### config.mk
export PLATFORM = sky130hd
export DESIGN_NAME = brick_game_ctrl
export DESIGN_NICKNAME = d
export VERILOG_FILES = /design/src/rtl/brick_game_ctrl.sv
export SDC_FILE = /design/constraint.sdc
export NUM_CORES = 1
export LEC_CHECK = 0
export CORE_ASPECT_RATIO = 1.25
export CORE_MARGIN = 4
export CORE_UTILIZATION = 35
export DETAILED_ROUTE_END_ITERATION = 10
export DONT_BUFFER_PORTS = 1
export PLACE_DENSITY_LB_ADDON = 0.25
export SKIP_LAST_GASP = 1
export SYNTH_ARGS = -nofsm -noshare
export SYNTH_HDL_FRONTEND = slang
export SYNTH_SLANG_ARGS = --single-unit
### constraint.sdc
create_clock -name frame_clk -period 14.8 [get_ports frame_clk]
set_input_delay 2.96 -clock frame_clk [delete_from_list [all_inputs] [get_ports frame_clk]]
set_output_delay 2.96 -clock frame_clk [all_outputs]
set_load 0.05 [all_outputs]
### src/rtl/brick_game_ctrl.sv
// brick_game_ctrl: serve/play/lost/over/win game FSM closing the velocity loop of the brick collision stage.
// Define BRICK_GAME_BONUS_LIFE_EN to award a life for every fifth cleared brick.
module brick_game_ctrl #(
    parameter int NUM_BRICKS       = 10,
    parameter int START_LIVES      = 3,
    parameter int SERVE_DELAY      = 60,
    parameter int FLOOR_Y          = 470,
    parameter int POINTS_PER_BRICK = 10
) (
    input  logic                  frame_clk,
    input  logic                  Reset_n,
    input  logic                  start,
    input  logic [NUM_BRICKS-1:0] brick_exists,
    input  logic [9:0]            ball_y,
    input  logic [9:0]            ball_s,
    input  logic [1:0]            velocity_x_out,
    input  logic [1:0]            velocity_y_out,
    output logic [1:0]            velocity_x_in,
    output logic [1:0]            velocity_y_in,
    output logic                  ball_reset,
    output logic [15:0]           score,
    output logic [2:0]            lives,
    output logic [2:0]            state,
    output logic                  game_over,
    output logic                  game_won
);
    localparam int CW = $clog2(NUM_BRICKS + 1);

    typedef enum logic [2:0] {
        IDLE = 3'd0,
        SERVE = 3'd1,
        PLAY = 3'd2,
        LOST = 3'd3,
        OVER = 3'd4,
        WIN = 3'd5
    } state_t;

    state_t                  st;
    logic [NUM_BRICKS-1:0]   cleared_mask, brick_prev, newly;
    logic                    start_prev, start_edge, all_clear, floor_hit;
    logic [7:0]              serve_timer;
    logic [CW-1:0]           n_new;
    logic [31:0]             score_sum;
    logic [15:0]             score_next;
    logic [10:0]             ball_bottom;
    logic [2:0]              play_lives;

    assign start_edge  = start & ~start_prev;
    // Re-appearing bricks stay masked, so only a first-ever fall scores.
    assign newly       = brick_prev & ~brick_exists & ~cleared_mask;
    assign all_clear   = &(cleared_mask | newly);
    assign ball_bottom = {1'b0, ball_y} + {1'b0, ball_s};
    assign floor_hit   = ball_bottom >= 11'(FLOOR_Y);
    assign score_sum   = 32'(score) + 32'(n_new) * 32'(POINTS_PER_BRICK);
    assign score_next  = score_sum > 32'h0000_FFFF ? 16'hFFFF : score_sum[15:0];
    assign state       = st;
    assign game_over   = st == OVER;
    assign game_won    = st == WIN;

    always_comb begin
        n_new = '0;
        for (int i = 0; i < NUM_BRICKS; i++)
            n_new = n_new + CW'(newly[i]);
    end

`ifdef BRICK_GAME_BONUS_LIFE_EN
    logic [2:0] bonus_cnt, bonus_next;
    int         bonus_sum, lives_sum;
    // Several bricks may fall together, so the wrap at five is done arithmetically.
    always_comb begin
        bonus_sum = int'(bonus_cnt) + int'(n_new);
        lives_sum = int'(lives) + bonus_sum / 5;
    end
    assign bonus_next = 3'(bonus_sum % 5);
    assign play_lives = lives_sum > 7 ? 3'd7 : 3'(lives_sum);
`else
    assign play_lives = lives;
`endif

    always_ff @(posedge frame_clk or negedge Reset_n) begin
        if (!Reset_n) begin
            st            <= IDLE;
            score         <= '0;
            lives         <= '0;
            velocity_x_in <= 2'b11;
            velocity_y_in <= 2'b11;
            ball_reset    <= 1'b0;
            cleared_mask  <= '0;
            brick_prev    <= '1;
            start_prev    <= 1'b0;
            serve_timer   <= '0;
`ifdef BRICK_GAME_BONUS_LIFE_EN
            bonus_cnt     <= '0;
`endif
        end else begin
            start_prev <= start;
            brick_prev <= brick_exists;
            ball_reset <= 1'b0;
            case (st)
                IDLE, OVER, WIN: begin
                    velocity_x_in <= 2'b11;
                    velocity_y_in <= 2'b11;
                    if (start_edge) begin
                        lives        <= 3'(START_LIVES);
                        score        <= '0;
                        cleared_mask <= '0;
                        serve_timer  <= 8'(SERVE_DELAY);
                        ball_reset   <= 1'b1;
                        st           <= SERVE;
`ifdef BRICK_GAME_BONUS_LIFE_EN
                        bonus_cnt    <= '0;
`endif
                    end
                end
                SERVE: begin
                    serve_timer   <= serve_timer - 8'd1;
                    velocity_x_in <= serve_timer == 8'd1 ? 2'b01 : 2'b11;
                    velocity_y_in <= serve_timer == 8'd1 ? 2'b10 : 2'b11;
                    if (serve_timer == 8'd1)
                        st <= PLAY;
                end
                PLAY: begin
                    velocity_x_in <= velocity_x_out;
                    velocity_y_in <= velocity_y_out;
                    cleared_mask  <= cleared_mask | newly;
                    score         <= score_next;
                    lives         <= play_lives;
`ifdef BRICK_GAME_BONUS_LIFE_EN
                    bonus_cnt     <= bonus_next;
`endif
                    if (all_clear)
                        st <= WIN;
                    else if (floor_hit)
                        st <= LOST;
                end
                LOST: begin
                    velocity_x_in <= 2'b11;
                    velocity_y_in <= 2'b11;
                    lives         <= lives - 3'd1;
                    if (lives == 3'd1) begin
                        st <= OVER;
                    end else begin
                        serve_timer <= 8'(SERVE_DELAY);
                        ball_reset  <= 1'b1;
                        st          <= SERVE;
                    end
                end
                default: st <= IDLE;
            endcase
        end
    end
endmodule

==> results of run 1 <==
[report_power, final]
group / switching (uW) / internal (uW)
clock network: 61.3 / 65.4
logic: 134 / 101
registers: 72.3 / 180
[state kept, by name, summed over array words and instances (netlist names)]
| register | flops |
|---|---|
| velocity_y_in | 2 |
| start_prev | 1 |
| state | 3 |
| score | 16 |
| serve_timer | 8 |
| brick_prev | 10 |
| ball_reset | 1 |
| lives | 3 |
| velocity_x_in | 2 |
| cleared_mask | 10 |
[kinds of logic after synthesis]
kind of cell | share of synthesized area, %
buffers and inverters | 4.287
DFF | 39.21
and+or+nand+nor | 19.02
AOI/OAI and AO/OA | 19.23
muxes | 0.2766
adders and majority gates | 14.11
xor gates and xnor gates | 3.873
[through the flow]
stage	instance area (um^2)	cells	setup WS, ns	power, uW
floorplan	3618	392	7.083	437.6
global placement	3754	511	6.713	486.7
detailed placement	3754	511	6.580	493.6
CTS	3908	519	6.892	622.5
global route	3908	519	6.462	669.8
finish	3908	519	6.874	614.9
[cells in the final DEF, fill, tap and decap left out, drive strengths merged, types with 3 or more instances in the layout]
| cell type | count |
|---|---|
| dfrtp | 42 |
| a21oi | 34 |
| nand2 | 33 |
| inv | 32 |
| ha | 28 |
| nor2 | 26 |
| o21ai | 22 |
| nor2b | 14 |
| nand3 | 14 |
| dfstp | 14 |
| o211ai | 12 |
| nand2b | 10 |
| nor3 | 9 |
| xor2 | 8 |
| a21o | 8 |
| xnor2 | 8 |
| fa | 8 |
| and3 | 6 |
| nand3b | 5 |
| o22ai | 5 |
| clkbuf | 5 |
| nor4 | 3 |
| o21a | 3 |
| a211oi | 3 |
[layer usage]
layer / wire (um) / part of all wire (%)
met5: 0 / 0
met4: 103 / 1.3
met3: 439 / 5.5
met2: 3950 / 50
met1: 3450 / 43
[critical path, delay by kind of cell]
| kind | cells | cell delay (ns) |
|---|---|---|
| and+or+nand+nor | 4 | 1.05 |
| AOI/OAI and AO/OA | 6 | 0.98 |
| buffers and inverters | 2 | 0.12 |
| xor gates and xnor gates | 1 | 0.35 |
| adders and majority gates | 8 | 2.66 |
[worst min path at each step]
stage	endpoint	slack, ns	start
6_report	serve_timer[1]	0.52	serve_timer[1]
5_1_grt	cleared_mask[0]	0.57	cleared_mask[0]
4_1_cts	serve_timer[1]	0.53	serve_timer[1]
3_5_place_dp	serve_timer[1]	0.51	serve_timer[1]
3_3_place_gp	serve_timer[1]	0.50	serve_timer[1]
2_1_floorplan	serve_timer[1]	0.47	serve_timer[1]
[layout make-up]
| type | count | share of cell area (%) |
|---|---|---|
| inverter | 29 | 2.786 |
| timing repair buffer | 2 | 0.3842 |
| multi-input combinational | 295 | 52.45 |
| clock inverter | 3 | 0.7365 |
| sequential | 56 | 36.31 |
| clock buffer | 5 | 3.202 |
| tap | 129 | 4.131 |
==> qor.yml, run 1 <==
status: "completed"
cts.sink_count: 56
site_row_count: 41
tritoncts: "yes"
place.gp.congestion: 0.8353
layout.core_utilization_pct: 38.67
report.final.hold_viol_count: 0
finalHoldWorstSlack_ns: 0.5220
gr-usage-met3_pct: 3.666
routed_via_density: 5.316
unrepaired_setup_endpoints_after_global_routing: "false"
syn-instance-count: 392
synth_enable_flop_cells: 0
slew-limit-headroom_pct: 33.62
global_route.usage.met1_pct: 16.40
timing.critical_path.from: "brick_exists[1]"
layout.nets: 462
critical_path_peak_fanout: 14
grt_antenna_before_repair: 0
shortest_clock_period_the_worst_path_allows_after_layout_ns: 7.926
floorplan.initialDensity_pct: 35.81
yosysMostFrequentCell: "sky130_fd_sc_hd__dfrtp_1"
worst_setup_sp_type: "input pin"
min-delay-path-class: "register to register"
synth_top_cell_by_area: "sky130_fd_sc_hd__dfrtp_1"
syn2layout_area_growth_pct: 7.988
chipWidth_um: 98.95
antenna_violating_nets_post_route: 0
period_share_pct: 53.56
cp_max_stage_cell: "sky130_fd_sc_hd__fa_1"
drt-total-wl_um: 7944
max-cap-violations: 0
crit_type: "input pin to register"
post_drt_wl_per_cell_um: 15.31
critPathArrivalTime_ns: 8.12
global_route_wire_length_before_repair_um: 13430
ff2ff_setup_slack_ns: 8.98
clkLatencyLatePin_ns: 0.30
ir_worst_vdd_v: 0.00006694
worst_pin_slew_ns: 0.9957
gr-max-usage-layer: "met2"
grt_overflow_total: 0
num_vias: 2759
die-area_mm2: 0.01204
synth_async_sr_flop_share_pct: 100.0
crit_end: "score[12]"
grt_pass1_vias: 2819
number_of_library_cell_types_mapped_by_synthesis: 54
post_synth_main_area_contributors: "sky130_fd_sc_hd__dfrtp_1 29%, sky130_fd_sc_hd__dfstp_2 10%, sky130_fd_sc_hd__ha_1 9.7%"
syn-num-nets: 465
total_routing_resource_utilization_after_global_routing_pct: 13.76
layout.area.seq_mm2: 0.001419
pin_count: 66
n_antenna_cell: 0
fin_tns_setup_ns: 0
critical_path.endpoint_type: "register"
ff2ff_path_depth: 21
report.final.slew_viol_count: 0
cellLeakagePower_uw: 0.001760
power_density_mw_per_mm2: 157.4
critical_path.reg2reg.endpoint: "score[12]"
max_freq_mhz: 126.2
number_of_fill_cells_in_the_layout: 1014
required_time_of_the_worst_setup_path_ns: 14.99
cts_buffers: 5
area_taken_by_multi_input_logic_gates_mm2: 0.002049
core_region_area_mm2: 0.01011
dpl.hpwl_um: 6143
yosys_most_used_dff: "sky130_fd_sc_hd__dfrtp_1"
yosysWarnings: 0
drcViolationCount: 0
synthesis.area_per_instance_um2: 9.231
initialDrtViolationCount: 82
worst_path_largest_cell_delay_ns: 0.51
drt_pre_antenna_iters: 4
critical_path_cell_sequence: "nor2b_1 > nor2b_1 > fa_1 > inv_1 > fa_1 > fa_1 > inv_1 > ha_1 > fa_1 > xor2_1 > ha_1 > ha_1 > o21ai_0 > a21oi_1 > ha_1 > a21oi_1 > o21ai_0 > nand3_1 > nand2b_1 > o31ai_1 > a21o_1"
ys_seq_area_share_pct: 39.21
mappedNetlistArea_mm2: 0.003618
worst_hold_path.num_cells: 2
maximum_level_of_the_cts_h_tree: 2
cell_types_with_the_highest_counts_after_synthesis: "42 x sky130_fd_sc_hd__dfrtp_1, 34 x sky130_fd_sc_hd__a21oi_1, 33 x sky130_fd_sc_hd__nand2_1"
post-synth-top-area-fraction_pct: 29.05
post-cts-setup-buffers: 0
report.final.setup_viol: 0
fin_worst_skew_ns: 0.01031
cts-hold-fix-buffers: 0
share_of_cells_above_drive_strength_1_pct: 7.436
cts.repair.resized: 0
met2_track_utilization_from_global_routing_pct: 24.16
grt_max_degree: 57
cts-root-buf: "sky130_fd_sc_hd__clkbuf_16"
die-height_um: 121.7
worst_setup_hold_path_clk_slew_ns: 0.07
ys_ff_latch: 56
numPortBuffers: 0
clock_path_buffers: 2
critical_path.reg2reg.startpoint: "brick_prev[1]"
Power figures use the tool's default switching activity.
==> inputs of run 2 (changes only) <==
Clock period 14.8 ns to 6.94 ns, I/O delays scaled along.
==> run 2 against run 1 <==
Against the previous run:
- count of clock-buffer cells in the layout is the same
- combinational power up 110%
- register-to-register slack worse by 7.8 ns
- critical path type unchanged
- clock skew is 0.0042 ns lower
- power grew 110%
- die area did not move
- critical endpoint unchanged
- global-route usage grew 0.44 points
- clock power grew 100%
==> qor.yml, run 2 (synthesized netlist as in run 1, its figures left out) <==
core_region_area_mm2: 0.01011  # unchanged
chipWidth_um: 98.95  # unchanged
max_freq_mhz: 157.8
cellLeakagePower_uw: 0.001755  # -0.30%
dp_worst_setup_slack_ns: 0.2554  # -6.324 ns
dpl.hpwl_um: 6187  # +0.72%
cts.sink_count: 56  # unchanged
post_drt_wl_per_cell_um: 15.54  # +1.6%
pin_count: 66  # unchanged
report.final.slew_viol_count: 0  # unchanged
register_containing_the_most_flip_flops_in_the_final_layout: "score"
drt-total-wl_um: 8083  # +1.7%
cts_buffers: 5  # unchanged
initialDrtViolationCount: 103  # +26%
grt_overflow_total: 0  # unchanged
shortest_clock_period_the_worst_path_allows_after_layout_ns: 6.337
required_time_of_the_worst_setup_path_ns: 7.13  # -7.86 ns
max_reg_flops: 16  # unchanged
min-delay-path-class: "register to register"
unrepaired_setup_endpoints_after_global_routing: "false"
timing.critical_path.from: "brick_exists[1]"
grt_pass1_vias: 2919  # +3.5%
place.gp.congestion: 0.8288  # -0.78%
period_share_pct: 91.31
most_frequent_cells_in_the_layout: "42 x sky130_fd_sc_hd__dfrtp_1, 34 x sky130_fd_sc_hd__a21oi_1, 33 x sky130_fd_sc_hd__nand2_1, 29 x sky130_fd_sc_hd__inv_1, 28 x sky130_fd_sc_hd__ha_1"
crit_type: "input pin to register"
status: "completed"
syn2layout_area_growth_pct: 8.057  # about the same
global_route_wire_length_before_repair_um: 13890  # +3.4%
grt_antenna_before_repair: 0  # unchanged
slew-limit-headroom_pct: 34.44  # +0.82 points
global_route.usage.met1_pct: 16.85  # +0.45 points
tritoncts: "yes"
area_taken_by_multi_input_logic_gates_mm2: 0.002049  # unchanged
critPathArrivalTime_ns: 6.53  # -1.59 ns
cp_max_stage_cell: "sky130_fd_sc_hd__fa_1"
met2_track_utilization_from_global_routing_pct: 25.08  # +0.92 points
fin_tns_setup_ns: 0  # unchanged
worst_setup_hold_path_clk_slew_ns: 0.07  # about the same
die-height_um: 121.7  # unchanged
critical_path.reg2reg.startpoint: "brick_prev[1]"
drcViolationCount: 0  # unchanged
post-cts-setup-buffers: 0  # unchanged
crit_path_frequent_cell: "sky130_fd_sc_hd__ha_1"
worst_path_largest_cell_delay_ns: 0.51  # about the same
site_row_count: 41  # unchanged
critical_path.reg2reg.endpoint: "score[12]"
grt_max_degree: 57  # unchanged
ff2ff_path_depth: 21  # unchanged
critical_path.endpoint_type: "register"
cts-root-buf: "sky130_fd_sc_hd__clkbuf_16"
minimum_setup_slack_in_the_final_design_ns: 0.6034  # -6.270 ns
num_vias: 2756  # -0.11%
antenna_violating_nets_post_route: 0  # unchanged
worst_setup_sp_type: "input pin"
critical_path_cell_sequence: "nor2b_1 > nor2b_1 > fa_1 > inv_1 > fa_1 > fa_1 > inv_1 > ha_1 > fa_1 > ha_1 > ha_1 > ha_1 > a21oi_1 > xor2_1 > ha_1 > nand2_1 > o21ai_0 > nand3_1 > nand2b_1 > o31ai_1 > a21o_1"
floorplan.initialDensity_pct: 35.81  # unchanged
layout.area.seq_mm2: 0.001419  # unchanged
share_of_cells_above_drive_strength_1_pct: 7.673  # +0.24 points
ir_worst_vdd_v: 0.0001143  # +71%
layout_top_registers: "score: 16 flops, brick_prev: 10 flops, cleared_mask: 10 flops"
drt_pre_antenna_iters: 4  # unchanged
final_common_cell: "sky130_fd_sc_hd__dfrtp_1"
clock_path_buffers: 2  # unchanged
gr-max-usage-layer: "met2"
maximum_level_of_the_cts_h_tree: 2  # unchanged
max-cap-violations: 0  # unchanged
report.final.setup_viol: 0  # unchanged
clkLatencyLatePin_ns: 0.30  # about the same
critical_path_peak_fanout: 14  # unchanged
total_routing_resource_utilization_after_global_routing_pct: 14.20  # +0.44 points
layout.nets: 463  # +0.22%
report.final.hold_viol_count: 0  # unchanged
fin_worst_skew_ns: 0.006096  # -0.004214 ns
numPortBuffers: 0  # unchanged
number_of_fill_cells_in_the_layout: 1001  # -1.3%
routed_via_density: 5.300  # -0.30%
cts.repair.resized: 0  # unchanged
ff2ff_setup_slack_ns: 1.15  # -7.83 ns
worst_pin_slew_ns: 0.9834  # -0.01237 ns
gr-usage-met3_pct: 4.009  # +0.34 points
crit_end: "score[12]"
n_antenna_cell: 0  # unchanged
power_density_mw_per_mm2: 333.0  # +110%
cts-hold-fix-buffers: 0  # unchanged
worst_hold_path.num_cells: 2  # unchanged
die-area_mm2: 0.01204  # unchanged
==> run 2: changes by cell type in the layout (fill, tap and decap cells not counted), sizes merged <==
cell,delta
buf,+1
inv,-3
clkinv,+1
clkinvlp,+2
==> run 2: how the worst min path moves through the flow <==
stage / start / to / slack (ns)
global placement: serve_timer[1] / serve_timer[1] / 0.50
finish: serve_timer[1] / serve_timer[1] / 0.53
floorplan: serve_timer[1] / serve_timer[1] / 0.47
detailed placement: serve_timer[1] / serve_timer[1] / 0.51
global route: serve_timer[1] / serve_timer[1] / 0.57
CTS: serve_timer[1] / serve_timer[1] / 0.53
==> run 2: metrics by stage <==
step	hold slack, ns	utilization (%)	power (uW)	instance area [um^2]	std cells
2_1_floorplan	0.4731	-	933.2	3618	392
5_1_grt	0.5734	38.69	1423	3910	520
6_report	0.5259	38.69	1302	3910	520
4_1_cts	0.5298	38.69	1319	3910	520
3_3_place_gp	0.4958	37.22	1040	3761	512
3_5_place_dp	0.5134	37.22	1054	3761	512
==> run 2: area by class of cell <==
| cell class | count | share of cell area, % |
|---|---|---|
| Inverter | 29 | 2.784 |
| Tap cell | 129 | 4.128 |
| Timing Repair Buffer | 3 | 0.5760 |
| Multi-Input combinational cell | 295 | 52.42 |
| Sequential cell | 56 | 36.29 |
| Clock buffer | 5 | 3.200 |
| Clock inverter | 3 | 0.6080 |
==> run 2: worst max-delay path: cells and delay by family <==
family,cells,cell delay (ns)
adders and majority gates,9,3.08
xor gates and xnor gates,1,0.20
AOI/OAI and AO/OA,4,0.58
and+or+nand+nor,5,1.15
buffers and inverters,2,0.13
==> run 2: metal layers <==
| layer | vias up | wire, um |
|---|---|---|
| li1 | 1381 | - |
| met1 | 1310 | 3534 |
| met2 | 58 | 4039 |
| met3 | 7 | 400 |
| met4 | 0 | 109 |
| met5 | - | 0 |
==> run 2: power by group <==
group          internal (uW)  switching [uW]
clock network            135             124
registers                384             155
logic                    217             288
total                    736             567
==> inputs of run 3 (changes only) <==
Settings changed: CTS_BUF_LIST from default to sky130_fd_sc_hd__clkbuf_8.
Clock period 6.94 ns to 6 ns, I/O delays scaled along.
==> run 3 against run 2 <==
Against the previous run:
- power increased by 14%
- highest routed layer unchanged
- largest power group unchanged
- combinational power increased by 22%
- critical path depth unchanged
- die area unchanged
- final area increased by 1.7%
- global-route usage decreased by 0.32 points
- count of clock-buffer cells in the layout unchanged
- setup slack got worse by 0.23 ns
==> qor.yml, run 3 (synthesized netlist as in run 1, its figures left out) <==
grt_max_degree: 57  # unchanged
shortest_clock_period_the_worst_path_allows_after_layout_ns: 5.626
critical_path_peak_fanout: 6  # -8
cellLeakagePower_uw: 0.001810  # +3.1%
drt-total-wl_um: 7991  # -1.1%
max_reg_flops: 16  # unchanged
worst_setup_sp_type: "input pin"
layout.core_utilization_pct: 39.36  # +0.67 points
drt_pre_antenna_iters: 4  # unchanged
critPathArrivalTime_ns: 5.84  # -0.69 ns
status: "completed"
area_taken_by_multi_input_logic_gates_mm2: 0.002049  # unchanged
number_of_fill_cells_in_the_layout: 1015  # +1.4%
cts_buffers: 5  # unchanged
slew-limit-headroom_pct: 41.23  # +6.8 points
crit_type: "input pin to register"
floorplan.initialDensity_pct: 35.81  # unchanged
chipWidth_um: 98.95  # unchanged
grt_antenna_before_repair: 0  # unchanged
numPlacedInstances: 526  # +2.7%
die-height_um: 121.7  # unchanged
power_density_mw_per_mm2: 372.6  # +12%
layoutNonFillerInstCount: 534  # +2.7%
dp_worst_setup_slack_ns: 0.02056  # -0.2348 ns
layout.area.seq_mm2: 0.001419  # unchanged
worst_pin_slew_ns: 0.8816  # -0.1018 ns
cts-root-buf: "sky130_fd_sc_hd__clkbuf_8"
minimum_setup_slack_in_the_final_design_ns: 0.3745  # -0.2289 ns
tritoncts: "yes"
report.final.setup_viol: 0  # unchanged
share_of_cells_above_drive_strength_1_pct: 10.86  # +3.2 points
clkLatencyLatePin_ns: 0.31  # about the same
max_freq_mhz: 177.8
capture_endpoint_of_the_worst_hold_path: "serve_timer[1]"
worst_hold_path.num_cells: 2  # unchanged
place.gp.congestion: 0.8932  # +7.8%
report.final.slew_viol_count: 0  # unchanged
die-area_mm2: 0.01204  # unchanged
total_routing_resource_utilization_after_global_routing_pct: 13.88  # -0.32 points
layout.nets: 477  # +3.0%
ff2ff_path_depth: 21  # unchanged
report.final.hold_viol_count: 0  # unchanged
cts.sink_count: 56  # unchanged
grt_pass1_vias: 2920  # +0.034%
most_frequent_cells_in_the_layout: "42 x sky130_fd_sc_hd__dfrtp_1, 34 x sky130_fd_sc_hd__a21oi_1, 33 x sky130_fd_sc_hd__nand2_1, 29 x sky130_fd_sc_hd__inv_1, 28 x sky130_fd_sc_hd__ha_1"
dpl.hpwl_um: 6186  # about the same
ff2ff_setup_slack_ns: 0.71  # -0.44 ns
register_containing_the_most_flip_flops_in_the_final_layout: "score"
pin_count: 66  # unchanged
critical_path.endpoint_type: "register"
numPortBuffers: 0  # unchanged
layout_top_registers: "score: 16 flops, brick_prev: 10 flops, cleared_mask: 10 flops"
cts-hold-fix-buffers: 0  # unchanged
core_region_area_mm2: 0.01011  # unchanged
p_total_uw: 1482  # +14%
required_time_of_the_worst_setup_path_ns: 6.21  # -0.92 ns
n_antenna_cell: 0  # unchanged
antenna_violating_nets_post_route: 0  # unchanged
period_share_pct: 93.76
initialDrtViolationCount: 92  # -11%
startpoint_of_the_worst_hold_path: "serve_timer[1]"
final_common_cell: "sky130_fd_sc_hd__dfrtp_1"
fin_tns_setup_ns: 0  # unchanged
critical_path.reg2reg.startpoint: "brick_prev[1]"
ir_worst_vdd_v: 0.0001155  # +1.0%
worst_setup_hold_path_clk_slew_ns: 0.10  # +0.03 ns
post_drt_wl_per_cell_um: 14.96  # -3.7%
unrepaired_setup_endpoints_after_global_routing: "false"
max-cap-violations: 0  # unchanged
clock_path_buffers: 2  # unchanged
routed_via_density: 5.272  # -0.54%
min-delay-path-class: "register to register"
global_route_wire_length_before_repair_um: 13550  # -2.4%
maximum_level_of_the_cts_h_tree: 2  # unchanged
grt_overflow_total: 0  # unchanged
site_row_count: 41  # unchanged
num_vias: 2815  # +2.1%
critical_path.reg2reg.endpoint: "score[12]"
drcViolationCount: 0  # unchanged
syn2layout_area_growth_pct: 9.924
fin_worst_skew_ns: 0.004617  # -0.001479 ns
run 3: cell types whose count changed in the layout (fill, tap and decap cells not counted):
cell / change
sky130_fd_sc_hd__o21ai_0: -1
sky130_fd_sc_hd__o21ai_1: +1
sky130_fd_sc_hd__buf_4: +14
sky130_fd_sc_hd__clkinv_2: +1
sky130_fd_sc_hd__bufinv_16: +1
sky130_fd_sc_hd__clkinv_4: -1
sky130_fd_sc_hd__clkbuf_8: +5
sky130_fd_sc_hd__clkinvlp_4: -1
sky130_fd_sc_hd__clkbuf_16: -5
run 3: per-stage QoR:
step | hold WS (ns) | cell area (um^2)
finish | 0.5225 | 3978
global route | 0.5310 | 3978
CTS | 0.5334 | 3978
detailed placement | 0.5115 | 3866
global placement | 0.4944 | 3866
floorplan | 0.4731 | 3618
run 3: repair_timing:
action	4_1_cts	5_1_grt
gates resized for setup	0	1
setup endpoints to repair	0	2
buffers inserted	0	0
run 3: where the power goes:
group          switching (uW)  internal, uW  leakage [uW]
sequential                172           444      0.000696
combinational             335           280       0.00106
clock                     127           124     0.0000541
total                     634           848       0.00181
run 3: area by class of cell:
type	instances	share of cell area, %
multi-input combinational	295	51.53
sequential	56	35.67
tap	129	4.058
timing repair buffer	17	3.209
inverter	29	2.737
clock buffer	5	1.730
clock inverter	3	1.070
run 3: worst max-delay path by stage:
stage,end,slack [ns],cells after the start,startpoint
5_1_grt,score[14],0.002,22,brick_exists[1]
3_3_place_gp,score[14],0.05,22,brick_exists[1]
4_1_cts,score[14],0.36,22,brick_exists[0]
6_report,score[12],0.37,21,brick_exists[1]
3_5_place_dp,score[14],0.02,22,brick_exists[1]
2_1_floorplan,score[8],0.04,21,brick_exists[1]
run 3: critical path, stage by stage:
cell and delay (ns):
sky130_fd_sc_hd__nor2b_1 0.13, sky130_fd_sc_hd__nor2b_1 0.20, sky130_fd_sc_hd__fa_1 0.43, sky130_fd_sc_hd__inv_1 0.08, sky130_fd_sc_hd__fa_1 0.44, sky130_fd_sc_hd__fa_1 0.51, sky130_fd_sc_hd__inv_1 0.04, sky130_fd_sc_hd__ha_1 0.19
sky130_fd_sc_hd__fa_1 0.46, sky130_fd_sc_hd__ha_1 0.29, sky130_fd_sc_hd__ha_1 0.23, sky130_fd_sc_hd__o21ai_0 0.17, sky130_fd_sc_hd__a21oi_1 0.12, sky130_fd_sc_hd__ha_1 0.32, sky130_fd_sc_hd__a21oi_1 0.22, sky130_fd_sc_hd__o211ai_1 0.16
sky130_fd_sc_hd__nand3_1 0.13, sky130_fd_sc_hd__nand2b_1 0.13, sky130_fd_sc_hd__buf_4 0.15, sky130_fd_sc_hd__o31ai_1 0.07, sky130_fd_sc_hd__a21o_1 0.17
run 3: metal layers:
layer  global-route usage [%]  vias up  routed length [um]
met4                    5.209        0                 190
met3                    4.066       10                 488
met5                        0        -                   0
met1                    15.68     1329                3373
met2                    24.62       71                3939
li1                         -     1405                   -
